<file path="src/rtl/enc_seq_if.sv">
// Handshake bundle for enc_seq: vector input channel, index output channel and busy flag.
// The DUT attaches through the slave modport; the producer/consumer side uses master.
interface enc_seq_if #(
   parameter int N = 16
);
   localparam int W = $clog2(N);

   logic         i_in_vld;
   logic [N-1:0] i_in_vec;
   logic         o_in_rdy;
   logic         o_out_vld;
   logic [W-1:0] o_out_idx;
   logic         o_out_last;
   logic         i_out_rdy;
   logic         o_busy;

   modport master (
      output i_in_vld,
      output i_in_vec,
      output i_out_rdy,
      input  o_in_rdy,
      input  o_out_vld,
      input  o_out_idx,
      input  o_out_last,
      input  o_busy
   );

   modport slave (
      input  i_in_vld,
      input  i_in_vec,
      input  i_out_rdy,
      output o_in_rdy,
      output o_out_vld,
      output o_out_idx,
      output o_out_last,
      output o_busy
   );
endinterface

</file>
<file path="src/rtl/enc_seq.sv">
// Sequential bit-vector to binary encoder: walks the set bits of an accepted vector, lowest first.
// Optional macro ENC_SEQ_PIPE_EN lets the next vector enter on the same edge as the last index leaves.
module enc_seq #(
   parameter int N = 16
) (
   input  logic    i_clk,
   input  logic    i_arst_n,
   enc_seq_if.slave bus
);
   localparam int W = $clog2(N);
   localparam logic [N-1:0] ONE = {{(N-1){1'b0}}, 1'b1};

   typedef enum logic {
      IDLE = 1'b0,
      ITER = 1'b1
   } state_t;

   state_t       state;
   state_t       next_state;
   logic [N-1:0] pnd;
   logic [N-1:0] next_pnd;
   logic [W-1:0] low_idx;
   logic         single;

   // Priority encoder on the registered pending mask; highest index scanned first so the lowest wins.
   always_comb begin
      low_idx = '0;
      for (int i = N - 1; i >= 0; i--) begin
         if (pnd[i]) low_idx = W'(i);
      end
   end

   assign single = (pnd != '0) && ((pnd & (pnd - ONE)) == '0);

   always_ff @(posedge i_clk or negedge i_arst_n) begin
      if (!i_arst_n) begin
         state <= IDLE;
         pnd   <= '0;
      end else begin
         state <= next_state;
         pnd   <= next_pnd;
      end
   end

   // Retiring an index clears the lowest set bit, which is exactly the one being presented.
   always_comb begin
      next_state     = state;
      next_pnd       = pnd;
      bus.o_in_rdy   = 1'b0;
      bus.o_out_vld  = 1'b0;
      bus.o_out_idx  = '0;
      bus.o_out_last = 1'b0;
      bus.o_busy     = 1'b0;
      case (state)
         IDLE: begin
            bus.o_in_rdy = 1'b1;
            if (bus.i_in_vld && (bus.i_in_vec != '0)) begin
               next_pnd   = bus.i_in_vec;
               next_state = ITER;
            end
         end
         ITER: begin
            bus.o_out_vld  = 1'b1;
            bus.o_busy     = 1'b1;
            bus.o_out_idx  = low_idx;
            bus.o_out_last = single;
`ifdef ENC_SEQ_PIPE_EN
            bus.o_in_rdy   = bus.i_out_rdy & single;
`endif
            if (bus.i_out_rdy) begin
               next_pnd = pnd & (pnd - ONE);
               if (single) begin
                  next_state = IDLE;
`ifdef ENC_SEQ_PIPE_EN
                  if (bus.i_in_vld) begin
                     next_pnd   = bus.i_in_vec;
                     next_state = (bus.i_in_vec != '0) ? ITER : IDLE;
                  end
`endif
               end
            end
         end
         default: begin
            next_state = IDLE;
            next_pnd   = '0;
         end
      endcase
   end
endmodule

</file>
<file path="src/flat_wrapper.sv">
// flat-port wrapper written by rule: the top's interface ports become plain ports
module enc_seq_flat 
#(
   parameter int N = 16
)
  (i_clk, i_arst_n, bus_i_in_vld, bus_i_in_vec, bus_i_out_rdy, bus_o_in_rdy, bus_o_out_vld, bus_o_out_idx, bus_o_out_last, bus_o_busy);
  enc_seq_if #(.N(N)) bus_i ();
  input  logic i_clk;
  input  logic i_arst_n;
  input wire logic [$bits(bus_i.i_in_vld)-1:0] bus_i_in_vld;
  input wire logic [$bits(bus_i.i_in_vec)-1:0] bus_i_in_vec;
  input wire logic [$bits(bus_i.i_out_rdy)-1:0] bus_i_out_rdy;
  output wire logic [$bits(bus_i.o_in_rdy)-1:0] bus_o_in_rdy;
  output wire logic [$bits(bus_i.o_out_vld)-1:0] bus_o_out_vld;
  output wire logic [$bits(bus_i.o_out_idx)-1:0] bus_o_out_idx;
  output wire logic [$bits(bus_i.o_out_last)-1:0] bus_o_out_last;
  output wire logic [$bits(bus_i.o_busy)-1:0] bus_o_busy;
  assign bus_i.i_in_vld = bus_i_in_vld;
  assign bus_i.i_in_vec = bus_i_in_vec;
  assign bus_i.i_out_rdy = bus_i_out_rdy;
  assign bus_o_in_rdy = bus_i.o_in_rdy;
  assign bus_o_out_vld = bus_i.o_out_vld;
  assign bus_o_out_idx = bus_i.o_out_idx;
  assign bus_o_out_last = bus_i.o_out_last;
  assign bus_o_busy = bus_i.o_busy;
  enc_seq #(.N(N)) u_core (.i_clk(i_clk), .i_arst_n(i_arst_n), .bus(bus_i));
endmodule
</file>
<file path="config.mk">
export PLATFORM = sky130hd
export DESIGN_NAME = enc_seq_flat
export DESIGN_NICKNAME = d
export VERILOG_FILES = /design/src/rtl/enc_seq_if.sv /design/src/rtl/enc_seq.sv /design/src/flat_wrapper.sv
export SDC_FILE = /design/constraint.sdc
export NUM_CORES = 1
export LEC_CHECK = 0
export BUFFER_PORTS_ARGS = -buffer_cell sky130_fd_sc_hd__buf_2
export CAP_MARGIN = 30
export CORE_UTILIZATION = 48
export DETAILED_ROUTE_END_ITERATION = 7
export PLACE_DENSITY = 0.76
export RECOVER_POWER = 25
export SLEW_MARGIN = 20
export SYNTH_ARGS = -nofsm -noshare
export SYNTH_HDL_FRONTEND = slang
export SYNTH_SLANG_ARGS = --single-unit
</file>
<file path="constraint.sdc">
create_clock -name i_clk -period 1.8 [get_ports i_clk]
set_input_delay 0.09 -clock i_clk [delete_from_list [all_inputs] [get_ports i_clk]]
set_output_delay 0.09 -clock i_clk [all_outputs]
set_load 0.01 [all_outputs]
</file>
==> summary.md <==
| Metric | Value |
|---|---|
| Die ar. | 2760 um2 |
| Area growth syn-to-layout | 40.9% |
| DRC Markers | 0 |
| Fin Clk Skew | 0.0113 ns |
| Run status | complete, but fails checks |
| Finished Core Util | 74.5% |
| CTS buffer count | 3 |
| Top FF cell, synth | dfrtp_1 |
| Max Fclk | 473 MHz |
| Max-slew violation count | 0 |
| Syn_nets | 173 |
| CP Capture Type | output pin |
| Number of global-route vias before repair | 1386 |
| Largest family of logic cells by synthesized area | compound AO/OA/AOI/OAI gates |
| Slew headroom | about 34% |
| Worst-Skew Late Latency | ~0.30 ns |
| Most frequent cells in the layout | buf_4, buf_2, dfrtp_1 |
| Worst setup margin | -0.312 ns |
| Compound-gate portion of the synthesized area | between 30 and 40% |
| Routed len/inst | approximately 18 um |
| Register bit count reported by yosys | 17 |
| Setup violations, final | 5 |
| Yosys top cell area share | between 30% and 40% |
| Max cap viols | 0 |
| Synth Area per Inst | 8.01 um2 |
| Clk pin slew, worst setup/hold paths | 0.11 ns |
| NetSw | 1.65 mW |
| Minimum clock period | 2.11 ns |
| Number of flops mapped to enable cells by yosys | 0 |
| Total GRT Usage | a little under a third |
| Layout cells sized above 1 | 40.1% |
| Critical Path Fanout Max | 6 |
| Synth Warn # | 0 |
| Tcrit/Tclk final | 117% |
| Row count | 17 |
| CTS sink cnt | 17 |
| Core footprint | ~2300 um2 |
| Die Span X | 52.5 um |
| Max clock buf depth | 2 |
| Tightest Pin Transition | 0.986 ns |
| Async set or reset register ratio after synthesis | 100% |
| Vias/cell | 6.57 |
| Mapped Area | 1230 um2 |
| Post-synthesis sequential area ratio | between 30% and 40% |
| Combinational power share | about three quarters |
| Chip Height | around 53 um |
| Pre-antenna DRT Iters | 5 |
| RSZ-0062 raised after global routing | yes |
| Final Hold Vio Count | 0 |
| Failing checks | negative setup slack |
| PwrDens | 1980 nW/um2 |
| Clock power frac | between 6 and 7% |
| Synth Area in XOR/XNOR | 0% |
| Post-synth cell types | 41 |
| DRT antenna net count | 0 |
| First-pass GRT wire length | between 6 and 7 mm |
| Post-Synth Adder-Cell Area | 0% |
| RePlAce Congestion | 0.921 |
| Simple-Gate Fraction of Synth Area | 22.9% |
| CTS tree | done |
| Port Buf Inserts | 27 |
| Mux cell area share after synthesis | 3.27% |
| Ant diodes | 0 |
| Switching Share | 48.1% |
| Flop pwr share | 19.9% |
| Cell Int Power | 1.78 mW |
| DR iter-0 viols | 98 |
| Initial antenna violation count | 0 |
| CTS Root Cell | clkbuf_4 |
| CP required | 1.71 ns |
| Synth area leaders | dfrtp_1, o21ai_0, a22o_1, nor2_1, a21oi_1 |
| # H-tree levels | 1 |
| Total power | 3.43 mW |
| DPL Wire Length | 2.66 mm |
| NumNets Final | roughly 230 |
| Commonest non-fill, non-tap cell in the layout | buf_4 |
| DRT Wirelength | 4.24 mm |
| LEAKAGE | 0.840 nW |
| Setup crit start kind | flip-flop |
| Peak supply drop | around 0.0012 V |
| Remaining Overflow, GRT | 0 |
| Cell count after synthesis | 153 |
| Hold Path Class | in -> reg |
| Area leader, netlist | dfrtp_1 |
| Arrival @ worst endpoint | approximately 2.0 ns |
| Largest net degree at the start of global routing | 19 |
| DR vias | between 1500 and 2000 |
| I/O pin count | 28 |
| Setup CP Type | reg -> out |
| Starting density of the core | 52.9% |
==> kinds of logic (layout without fill, tap and decap cells) <==
logic type,after synthesis,count (layout)
muxes,4,4
AOI/OAI and AO/OA,62,62
DFF,17,17
and+or+nand+nor,52,53
buffers and inverters,18,71
==> stage by stage <==
step | std cells | setup slack [ns] | hold WS (ns) | TNS (ns) | cell area, um2
global placement | 218 | -0.0618 | 0.0334 | -0.0916 | 1510
CTS | 230 | -0.271 | 0.00930 | -0.674 | 1620
finish | 235 | -0.312 | 0.00776 | -0.744 | 1730
detailed placement | 218 | -0.129 | 0.0385 | -0.555 | 1510
floorplan | 153 | -0.0211 | -0.206 | -0.0211 | 1230
global route | 235 | -0.403 | 0.0103 | -1.24 | 1730
==> state kept, by name, summed over array words and instances (netlist names) <==
| register | count |
|---|---|
| u_core.state | 1 |
| u_core.pnd | 16 |
==> critical path, stage by stage (launching register included) <==
cell and delay (ns):
dfrtp_1 0.44, nor4_4 0.30, buf_6 0.17, buf_4 0.11
a21boi_1 0.10, o22ai_2 0.13, o2111ai_2 0.16, nor3_2 0.15
buf_2 0.15
==> cell usage after synthesis, types with 2 or more instances <==
cell type and n:
a22o_1 7, nor4_4 2, a21oi_1 11, clkbuf_1 9, inv_1 8, o31ai_1 2
o21ai_0 19, a21boi_0 2, a21o_1 2, mux2i_1 4, o22ai_1 3, nand2_1 14
nand3_1 2, nor2_1 15, dfrtp_1 17, o311ai_0 2, nor4_1 5, o211ai_1 3
nor3_1 4
==> metal layers <==
metal	global-route usage [%]	vias to the layer above	part of all wire, %
met3	6.09	37	11
li1	-	684	-
met4	14.5	0	5.2
met5	0	-	0
met2	50.8	115	46
met1	37.8	708	38
==> worst paths after layout <==
kind | start | end | cells past startpoint | slack, ns
hold / removal | bus_i_in_vec[1] | u_core.pnd[1]$_DFFE_PN0P_ | 2 | 0.008
hold reg to reg | u_core.pnd[14]$_DFFE_PN0P_ | u_core.pnd[14]$_DFFE_PN0P_ | 1 | 0.64
max in group asynchronous | i_arst_n | u_core.pnd[13]$_DFFE_PN0P_ | 2 | 0.68
setup reg to reg | u_core.pnd[2]$_DFFE_PN0P_ | u_core.state$_DFF_PN0_ | 8 | -0.24
setup / recovery | u_core.pnd[2]$_DFFE_PN0P_ | bus_o_out_last | 8 | -0.31
min in group asynchronous | i_arst_n | u_core.pnd[5]$_DFFE_PN0P_ | 2 | 0.46
==> final cells by class <==
class / instances / area (um2)
fill: 162 / 591
multi-input combinational: 119 / 826
clock buffer: 4 / 26.3
inverter: 8 / 30.0
tap: 28 / 35.0
timing repair buffer: 59 / 384
sequential: 17 / 427
==> power by group through the flow <==
stage          registers, mW  clock network (mW)  logic, mW
6_report               0.682               0.215       2.53
5_1_grt                0.693               0.234       2.70
4_1_cts                0.673               0.214       2.10
3_5_place_dp           0.678                   0       1.83
3_3_place_gp           0.669                   0       1.79
2_1_floorplan          0.666                   0       1.14
==> repair_timing <==
action | CTS | global route
pin swaps | 12 | 8
resized for setup | 11 | 24
cloned | 1 | 0
hold endpoints to repair | 17 | 0
setup buffers | 6 | 6
setup endpoints to repair | 11 | 12
hold buffers | 1 | 0
Note: power is estimated with default switching activity, not from simulation.
